==> config.mk <==
export PLATFORM = sky130hd
export DESIGN_NAME = lsu_mem_stage
export DESIGN_NICKNAME = d
export VERILOG_FILES = /design/src/rtl/lsu_mem_stage.sv
export SDC_FILE = /design/constraint.sdc
export NUM_CORES = 1
export LEC_CHECK = 0
export CAP_MARGIN = 40
export CORE_MARGIN = 2
export CORE_UTILIZATION = 39
export DETAILED_ROUTE_END_ITERATION = 6
export PLACE_DENSITY = 0.8
export SKIP_CTS_REPAIR_TIMING = 1
export SLEW_MARGIN = 20
export SYNTH_ARGS = -nofsm -noshare
export SYNTH_HDL_FRONTEND = slang
export SYNTH_SLANG_ARGS = --single-unit
==> constraint.sdc <==
create_clock -name clk -period 1.64 [get_ports clk]
set_input_delay 0.328 -clock clk [delete_from_list [all_inputs] [get_ports clk]]
set_output_delay 0.328 -clock clk [all_outputs]
set_load 0.005 [all_outputs]
==> src/rtl/lsu_mem_stage.sv <==
// MEM-stage load/store unit: sets byte enables and lane-replicated store data, sign- or
// zero-extends loads, and stalls the pipeline until the bus acks or the timeout fires.
module lsu_mem_stage #(
    parameter int TIMEOUT = 16
) (
    input  logic        clk,
    input  logic        rst,
    input  logic        rd_en_i,
    input  logic        wr_en_i,
    input  logic [31:0] addr_i,
    input  logic [31:0] wdata_i,
    input  logic [2:0]  mem_acc_mode_i,
    output logic        stall_o,
    output logic [31:0] rdata_o,
    output logic        rdata_valid_o,
    output logic        misaligned_o,
    output logic        bus_err_o,
    output logic        bus_req_o,
    output logic        bus_we_o,
    output logic [31:0] bus_addr_o,
    output logic [3:0]  bus_be_o,
    output logic [31:0] bus_wdata_o,
    input  logic        bus_ack_i,
    input  logic [31:0] bus_rdata_i
);
    typedef enum logic [1:0] {IDLE, REQ, DONE} state_t;

    localparam int CW = (TIMEOUT > 1) ? $clog2(TIMEOUT) : 1;
    localparam logic [CW-1:0] CNT_LAST = CW'((TIMEOUT > 0) ? TIMEOUT - 1 : 0);

    state_t        state_q, state_d;
    logic          bus_req_q, bus_req_d;
    logic          we_q, we_d;
    logic [31:0]   addr_q, addr_d;
    logic [3:0]    be_q, be_d;
    logic [31:0]   wdata_q, wdata_d;
    logic [2:0]    mode_q, mode_d;
    logic [1:0]    off_q, off_d;
    logic [31:0]   rdata_q, rdata_d;
    logic          err_q, err_d;
    logic [CW-1:0] cnt_q, cnt_d;

    logic          access, is_byte, is_half, is_mis;
    logic [3:0]    be_new;
    logic [31:0]   wdata_new, lane, load_ext;

    // Unused funct3 codes (011, 110, 111) fall through to the word case.
    assign access  = rd_en_i | wr_en_i;
    assign is_byte = (mem_acc_mode_i[1:0] == 2'b00);
    assign is_half = (mem_acc_mode_i[1:0] == 2'b01);
    assign is_mis  = (is_half & addr_i[0]) | (~is_byte & ~is_half & (addr_i[1:0] != 2'b00));

    always_comb begin
        be_new    = 4'b1111;
        wdata_new = wdata_i;
        if (is_byte) begin
            wdata_new = {4{wdata_i[7:0]}};
            if (wr_en_i) be_new = 4'b0001 << addr_i[1:0];
        end else if (is_half) begin
            wdata_new = {2{wdata_i[15:0]}};
            if (wr_en_i) be_new = addr_i[1] ? 4'b1100 : 4'b0011;
        end
    end

    // Loads read the whole word; shift the addressed lane down, then extend.
    assign lane = bus_rdata_i >> {off_q, 3'b000};

    always_comb begin
        load_ext = bus_rdata_i;
        if (mode_q[1:0] == 2'b00)
            load_ext = {{24{lane[7] & ~mode_q[2]}}, lane[7:0]};
        else if (mode_q[1:0] == 2'b01)
            load_ext = {{16{lane[15] & ~mode_q[2]}}, lane[15:0]};
    end

    always_comb begin
        state_d       = state_q;
        bus_req_d     = bus_req_q;
        we_d          = we_q;
        addr_d        = addr_q;
        be_d          = be_q;
        wdata_d       = wdata_q;
        mode_d        = mode_q;
        off_d         = off_q;
        rdata_d       = rdata_q;
        err_d         = err_q;
        cnt_d         = cnt_q;
        stall_o       = 1'b0;
        misaligned_o  = 1'b0;
        rdata_valid_o = 1'b0;
        bus_err_o     = 1'b0;
        if (!rst) begin
            case (state_q)
                IDLE: begin
                    if (access && is_mis) begin
                        misaligned_o = 1'b1;
                    end else if (access) begin
                        stall_o   = 1'b1;
                        state_d   = REQ;
                        bus_req_d = 1'b1;
                        we_d      = wr_en_i;
                        addr_d    = {addr_i[31:2], 2'b00};
                        be_d      = be_new;
                        wdata_d   = wdata_new;
                        mode_d    = mem_acc_mode_i;
                        off_d     = addr_i[1:0];
                        err_d     = 1'b0;
                        cnt_d     = '0;
                    end
                end
                REQ: begin
                    stall_o = 1'b1;
                    if (bus_ack_i) begin
                        if (!we_q) rdata_d = load_ext;
                        bus_req_d = 1'b0;
                        state_d   = DONE;
                    end else if (TIMEOUT > 0 && cnt_q == CNT_LAST) begin
                        bus_req_d = 1'b0;
                        err_d     = 1'b1;
                        state_d   = DONE;
                    end else begin
                        cnt_d = cnt_q + CW'(1);
                    end
                end
                DONE: begin
                    rdata_valid_o = ~we_q;
                    bus_err_o     = err_q;
                    state_d       = IDLE;
                end
                default: state_d = IDLE;
            endcase
        end
    end

    always_ff @(posedge clk) begin
        if (rst) begin
            state_q   <= IDLE;
            bus_req_q <= 1'b0;
            we_q      <= 1'b0;
            addr_q    <= '0;
            be_q      <= '0;
            wdata_q   <= '0;
            mode_q    <= '0;
            off_q     <= '0;
            rdata_q   <= '0;
            err_q     <= 1'b0;
            cnt_q     <= '0;
        end else begin
            state_q   <= state_d;
            bus_req_q <= bus_req_d;
            we_q      <= we_d;
            addr_q    <= addr_d;
            be_q      <= be_d;
            wdata_q   <= wdata_d;
            mode_q    <= mode_d;
            off_q     <= off_d;
            rdata_q   <= rdata_d;
            err_q     <= err_d;
            cnt_q     <= cnt_d;
        end
    end

    assign rdata_o     = rdata_q;
    assign bus_req_o   = bus_req_q;
    assign bus_we_o    = we_q;
    assign bus_addr_o  = addr_q;
    assign bus_be_o    = be_q;
    assign bus_wdata_o = wdata_q;
endmodule
==> summary.md, run 1 <==
| Metric | Value |
|---|---|
| PortBufs | 207 |
| Vias | 5495 |
| Slew @ Worst Pin | 0.5069 ns |
| Post-synthesis cell area | 4986 um2 |
| Drt first-iter violations | 537 |
| WP data required | 1.31 ns |
| Slew HR | 0.6621 |
| Levels on crit path | 5 |
| Flops & latches, synth | 112 |
| Largest net degree at the start of global routing | 42 |
| TritonCTS buffer count | 9 |
| Vias in the first global route | 5059 |
| Synth Instances | 603 |
| Yosys top cell by area | dfxtp_1 |
| Warnings, synthesis | 0 |
| Placed Cells | 981 |
| Root Driver | clkbuf_16 |
| Leak | 3.213 nW |
| Layout cells sized above 1 | 0.1720 |
| Post-synthesis adder-cell area fraction | 0.002509 |
| Failing checks | setup timing |
| Global-route wire length before repair | 24.56 mm |
| Worst hold path cell count | 4 |
| Maxcap violations | 0 |
| Final Hold Fails | 0 |
| Share of Yosys cell area claimed by the top area cell type | 0.4497 |
| CP Launch Type | register |
| CTS tree | yes |
| Largest stage delay, worst path | 0.32 ns |
| DP Wirelength | 12.08 mm |
| GP Congestion | 0.8776 |
| Slowest CP cell | dfxtp_1 |
| Die height | 117.1 um |
| Final cell count without fillers | 1021 |
| Endpoints failing setup | 29 |
| Max Slew Vio Count | 0 |
| CTS max path bufs | 2 |
| CTS sink count | 112 |
| Worst Setup Slack, final | -0.1801 ns |
| Mean area per synthesized cell | 8.269 um2 |
| Total track usage | 0.2294 |
| Asr flop ratio synth | 0 |
| Core area | 12570 um2 |
| Die ar. | 13710 um2 |
| Commonest cells in the netlist | nand2_1 (128), dfxtp_1 (112), a21oi_1 (78), nor2_1 (59), mux2i_1 (34) |
| Initial antenna violation count | 1 |
| Worst skew pair latency | 0.35 ns |
| Pre-CTS setup slack | -0.8395 ns |
| Maximum vdd ir drop | 0.5780 mV |
| Synthesis-to-layout area growth | 68.23% |
| Max Clock Skew | 0.007368 ns |
| CP Cell Sequence | o21bai_4, a211oi_4, nor2_1, nor3_1, buf_2 |
| Number of diodes | 0 |
| P per Cell Area | 916.3 nW/um2 |
| Worst endpoint data arrival time | 1.49 ns |
| RSZ-0062 raised after global routing | yes |
| DRC Markers | 0 |
| Grt ovf | 0 |
| Most frequent cell after synthesis | nand2_1 |
| Number of routed nets with antenna violations | 0 |
| Area share of and/or/nand/nor cells after synthesis | 0.1947 |
| Worst-case reg-to-reg path depth | 8 |
| Post-synth EDFFs | 0 |
| NumNets Final | 949 |
| CP max FO | 3 |
| Worst hold path type | input port to register |
| Crit-path leading delay family | compound AO/OA/AOI/OAI gates |
| WL/cell | 17.85 um |
| Rows | 41 |
| Area post-placement | 7430 um2 |
| Status | finished, violations left |
| Synth top area cells | dfxtp_1 (45%), nand2_1 (9.6%), a21oi_1 (7.8%) |
| CP Buf/Inv Count | 1 |
| Maximum clock rate | 0.5494 GHz |
| Post-route cell area | 8388 um2 |
| I/O pins | 210 |
| DRT Pass-1 Iters | 6 |
| Library cells used by synthesis | 51 |
| DR vias/cell | 5.382 |
| Post-synthesis sequential area ratio | 0.4497 |
| Fin crit share | 1.110 |
| Post-layout minimum cycle time | 1.820 ns |
| H-Tree Depth | 3 |
| Mux share of post-synthesis cell area | 0.06826 |
| Initial core utilization | 0.3967 |
| Crit. End Element | primary output |
| DRT Wirelength | 18.22 mm |
| Die width | 117.1 um |
| Synth Flop Type | dfxtp_1 |
| Critical path type | register to primary output |
| Clock transition at path regs | 0.07 ns |
| Compound-cell area share of the yosys netlist | 0.2198 |
| Largest family of logic cells by synthesized area | compound AO/OA/AOI/OAI gates |
| Post-Synth XOR/XNOR Area | 0.007026 |
-- where the power goes --
part	internal, mW	total (mW)	leakage (nW)	switching [mW]
Combinational	1.11	1.97	2.12	0.860
Clock	1.65	2.67	0.176	1.02
Sequential	2.92	3.05	0.919	0.134
Total	5.68	7.69	3.21	2.01
-- final cells by class --
class	instances	area, um2
Fill cell	970	4180
Timing Repair Buffer	281	2904
Multi-Input combinational cell	435	2635
Sequential cell	112	2248
Clock buffer	9	225.2
Tap cell	172	215.2
Clock inverter	7	141.4
Inverter	5	18.77
-- per-stage QoR --
stage          hold WS (ns)  TNS [ns]  power, mW  utilization
6_report             0.4230    -1.182      7.686       0.6674
5_1_grt              0.4193    -3.504      7.992       0.6674
4_1_cts              0.4569    -27.22      7.397       0.6203
3_5_place_dp         0.4479    -58.46      4.740       0.5911
3_3_place_gp         0.4411    -55.43      4.690       0.5911
2_1_floorplan        0.4313   -0.1415      3.806            -
-- worst reg2reg max path, cell delays in order (launching register included) --
cell       delay [ns]
dfxtp_1          0.32
o21bai_4         0.19
a211oi_4         0.29
buf_4            0.18
buf_12           0.14
buf_12           0.14
clkbuf_16        0.14
nand2_1          0.09
a21oi_2          0.19
-- cell usage in the layout (no fill, tap or decap), types with 5 or more instances in the layout --
cell type	instances
clkdlybuf4s50_1	195
nand2_1	128
dfxtp_1	109
nor2_1	58
a21oi_1	58
buf_4	51
mux2i_1	33
a211oi_1	22
a21oi_2	20
clkbuf_16	16
o21ai_0	14
nand2b_1	14
a211oi_2	14
a311oi_1	7
a22oi_1	7
buf_12	7
dlymetal6s2s_1	7
nor3_1	6
inv_1	5
buf_6	5
-- final timing paths --
kind                                      from              to  slack [ns]
worst min-delay path                 addr_i[1]        off_q[1]        0.42
worst min register to register  bus_addr_o[12]  bus_addr_o[12]        0.46
worst max-delay path                state_q[1]         stall_o       -0.18
worst max register to register      state_q[1]   bus_addr_o[4]       -0.13
-- metal layers --
metal	track usage	vias to the layer above	share of wire
met5	0	-	0.00071
met4	0.1004	2	0.029
met3	0.07570	44	0.095
met2	0.3927	287	0.50
met1	0.2621	2592	0.37
li1	-	2570	-
-- cell families (layout without fill, tap and decap cells) --
family	Yosys count	after routing
DFF	112	112
other	1	2
xor gates and xnor gates	4	4
buffers and inverters	57	302
and+or+nand+nor	227	227
adders and majority gates	1	1
AOI/OAI and AO/OA	167	167
muxes	34	34
-- sequential cells by signal, indices dropped and copies added (netlist names), 2 cells and up --
signal / cells
state_q: 2
mode_q: 3
bus_be_o: 4
bus_wdata_o: 32
rdata_o: 32
cnt_q: 4
off_q: 2
bus_addr_o: 30
No activity file was read; power rests on OpenSTA's default activity.
==> run 2, diff against run 1 <==
--- a/config.mk
+++ b/config.mk
@@ -7,9 +7,11 @@
 export LEC_CHECK = 0
 export CAP_MARGIN = 40
 export CORE_MARGIN = 2
-export CORE_UTILIZATION = 39
+export CORE_UTILIZATION = 40
+export CTS_BUF_LIST = sky130_fd_sc_hd__clkbuf_8
 export DETAILED_ROUTE_END_ITERATION = 6
-export PLACE_DENSITY = 0.8
+export MAX_ROUTING_LAYER = met4
+export PLACE_DENSITY = 0.82
 export SKIP_CTS_REPAIR_TIMING = 1
 export SLEW_MARGIN = 20
 export SYNTH_ARGS = -nofsm -noshare
==> run 2 against run 1 <==
Against the previous run:
- the run still ends with setup timing left
- clock skew grew 0.0030 ns
- combinational power decreased by 15%
- clock-buffer cell count grew 1
- largest power group unchanged
- highest routed layer is now met4
==> summary.md, run 2 (same netlist as run 1, synthesis figures left out) <==
| Metric | Value |
|---|---|
| Worst hold endpoint | off_q[1] |
| Die width | 115.6 um |
| Worst-case reg-to-reg path depth | 5 |
| Root Driver | clkbuf_8 |
| Rows | 40 |
| WL/cell | 16.47 um |
| Maxcap violations | 0 |
| CTS tree | yes |
| DR vias/cell | 5.285 |
| Clock Power Share | 0.262 |
| Initial antenna violation count | 2 |
| Area post-placement | 7425 um2 |
| Fin crit share | 1.122 |
| Placed Cells | 977 |
| Leak | 3.096 nW |
| Sw Share | 0.2843 |
| H-Tree Depth | 3 |
| Commonest non-fill, non-tap cell in the layout | clkdlybuf4s50_1 |
| Max Slew Vio Count | 0 |
| Total track usage | 0.2507 |
| Layout cells sized above 1 | 0.1244 |
| I/O pins | 210 |
| Max Clock Skew | 0.01036 ns |
| Synthesis-to-layout area growth | 55.93% |
| GP Congestion | 0.8892 |
| Initial core utilization | 0.4117 |
| Die height | 115.6 um |
| Status | finished, violations left |
| Worst hold path cell count | 4 |
| Number of routed nets with antenna violations | 0 |
| Global-route wire length before repair | 25.67 mm |
| CP Buf/Inv Count | 1 |
| PortBufs | 207 |
| Worst hold path type | input port to register |
| Layout Utilization | 0.6419 |
| Vias | 5274 |
| Final cell count without fillers | 998 |
| DRT Pass-1 Iters | 5 |
| Maximum vdd ir drop | 0.6406 mV |
| CTS sink count | 112 |
| Combinational Power Share | 0.262 |
| Reg power frac | 0.476 |
| NetSw | 1.819 mW |
| Most frequent cells in the layout | clkdlybuf4s50_1 (186), nand2_1 (128), dfxtp_1 (101), a21oi_1 (78), nor2_1 (58) |
| Origin of the critical flop-to-flop path | off_q[1] |
| Maximum clock rate | 0.5436 GHz |
| Die ar. | 13370 um2 |
| CP Cell Sequence | o21bai_4, a211oi_4, nor2_1, nor3_1, buf_2 |
| Worst skew pair latency | 0.38 ns |
| DP Wirelength | 12.12 mm |
| Worst Setup Slack, final | -0.1994 ns |
| Largest net degree at the start of global routing | 80 |
| WP data required | 1.31 ns |
| Setup slack, reg-to-reg | 0.10 ns |
| Endpoints failing setup | 2 |
| Failing checks | setup timing |
| Internal cell power | 4.579 mW |
| Slowest CP cell | dfxtp_2 |
| Post-layout minimum cycle time | 1.839 ns |
| Crit-path leading delay family | compound AO/OA/AOI/OAI gates |
| CTS max path bufs | 2 |
| Slew HR | 0.5314 |
| Largest stage delay, worst path | 0.33 ns |
| Grt ovf | 0 |
| Crit. End Element | primary output |
| Drt first-iter violations | 323 |
| Clock transition at path regs | 0.10 ns |
| CP max FO | 3 |
| NumNets Final | 928 |
| Final Hold Fails | 0 |
| DRC Markers | 0 |
| TritonCTS buffer count | 9 |
| Worst Hold Launch | addr_i[1] |
| Slew @ Worst Pin | 0.7028 ns |
| Core area | 12110 um2 |
| Critical path type | register to primary output |
| RSZ-0062 raised after global routing | yes |
| Worst endpoint data arrival time | 1.51 ns |
| Vias in the first global route | 5340 |
| CP Launch Type | register |
| Reg-to-Reg End | rdata_o[26] |
| DRT Wirelength | 16.43 mm |
| P per Cell Area | 823.0 nW/um2 |
| Power Total | 6.399 mW |
| Setup TNS | -0.3870 ns |
| Post-route cell area | 7775 um2 |
run 2: cell count changes in the layout (fill, tap and decap cells not counted), moves of 5 or more:
cell	before	now
a21oi_2	20	0
clkbuf_8	0	10
a211oi_1	22	28
clkbuf_16	16	1
dfxtp_1	109	101
clkdlybuf4s50_1	195	186
dlymetal6s2s_1	7	16
dfxtp_2	2	10
a211oi_2	14	8
a21oi_1	58	78
buf_12	7	2
run 2: how the worst max path moves through the flow:
stage                         endpoint         startpoint  slack, ns  depth (start not counted)
after global routing           stall_o         state_q[1]      -0.29                          5
after global placement    misaligned_o  mem_acc_mode_i[1]      -0.84                          6
final                          stall_o         state_q[1]      -0.20                          5
after detailed placement  misaligned_o  mem_acc_mode_i[1]      -0.85                          6
after floorplan                stall_o  mem_acc_mode_i[1]      -0.14                          7
after CTS                 misaligned_o  mem_acc_mode_i[1]      -0.85                          6
run 2: final cells by class:
class,count,area (um2)
well taps,168,210.2
flip-flops and latches,112,2258
multi-input cells,435,2527
repair buffers,260,2557
clock inverters,6,60.06
clock buffers,10,137.6
inverters,5,18.77
fillers,1021,4337
diodes,2,5.005
run 2: through the flow:
stage,hold WS (ns),setup WS [ns]
floorplan,0.4313,-0.1415
global placement,0.4415,-0.8402
detailed placement,0.4475,-0.8472
CTS,0.3489,-0.8505
global route,0.3794,-0.2887
finish,0.3649,-0.1994
run 2: worst register-to-register path, delay by kind of cell (launching register included):
| kind | cells | cell delay, ns |
|---|---|---|
| muxes | 1 | 0.37 |
| DFF | 1 | 0.40 |
| buffers and inverters | 1 | 0.23 |
| AOI/OAI and AO/OA | 3 | 0.39 |
run 2: power groups by stage:
stage	combinational (mW)	clock, mW	sequential, mW
floorplan	0.709	0	3.10
global placement	1.59	0	3.09
detailed placement	1.62	0	3.10
CTS	1.63	1.72	3.04
global route	1.82	1.83	3.07
finish	1.68	1.68	3.05
run 2: layer usage:
layer,part of all wire,wire [um],track usage,vias up
li1,-,-,-,2527
met1,0.41,6675,0.2849,2482
met2,0.49,8110,0.4183,237
met3,0.078,1288,0.06538,28
met4,0.022,360,0.1071,0
met5,0,0,-,-
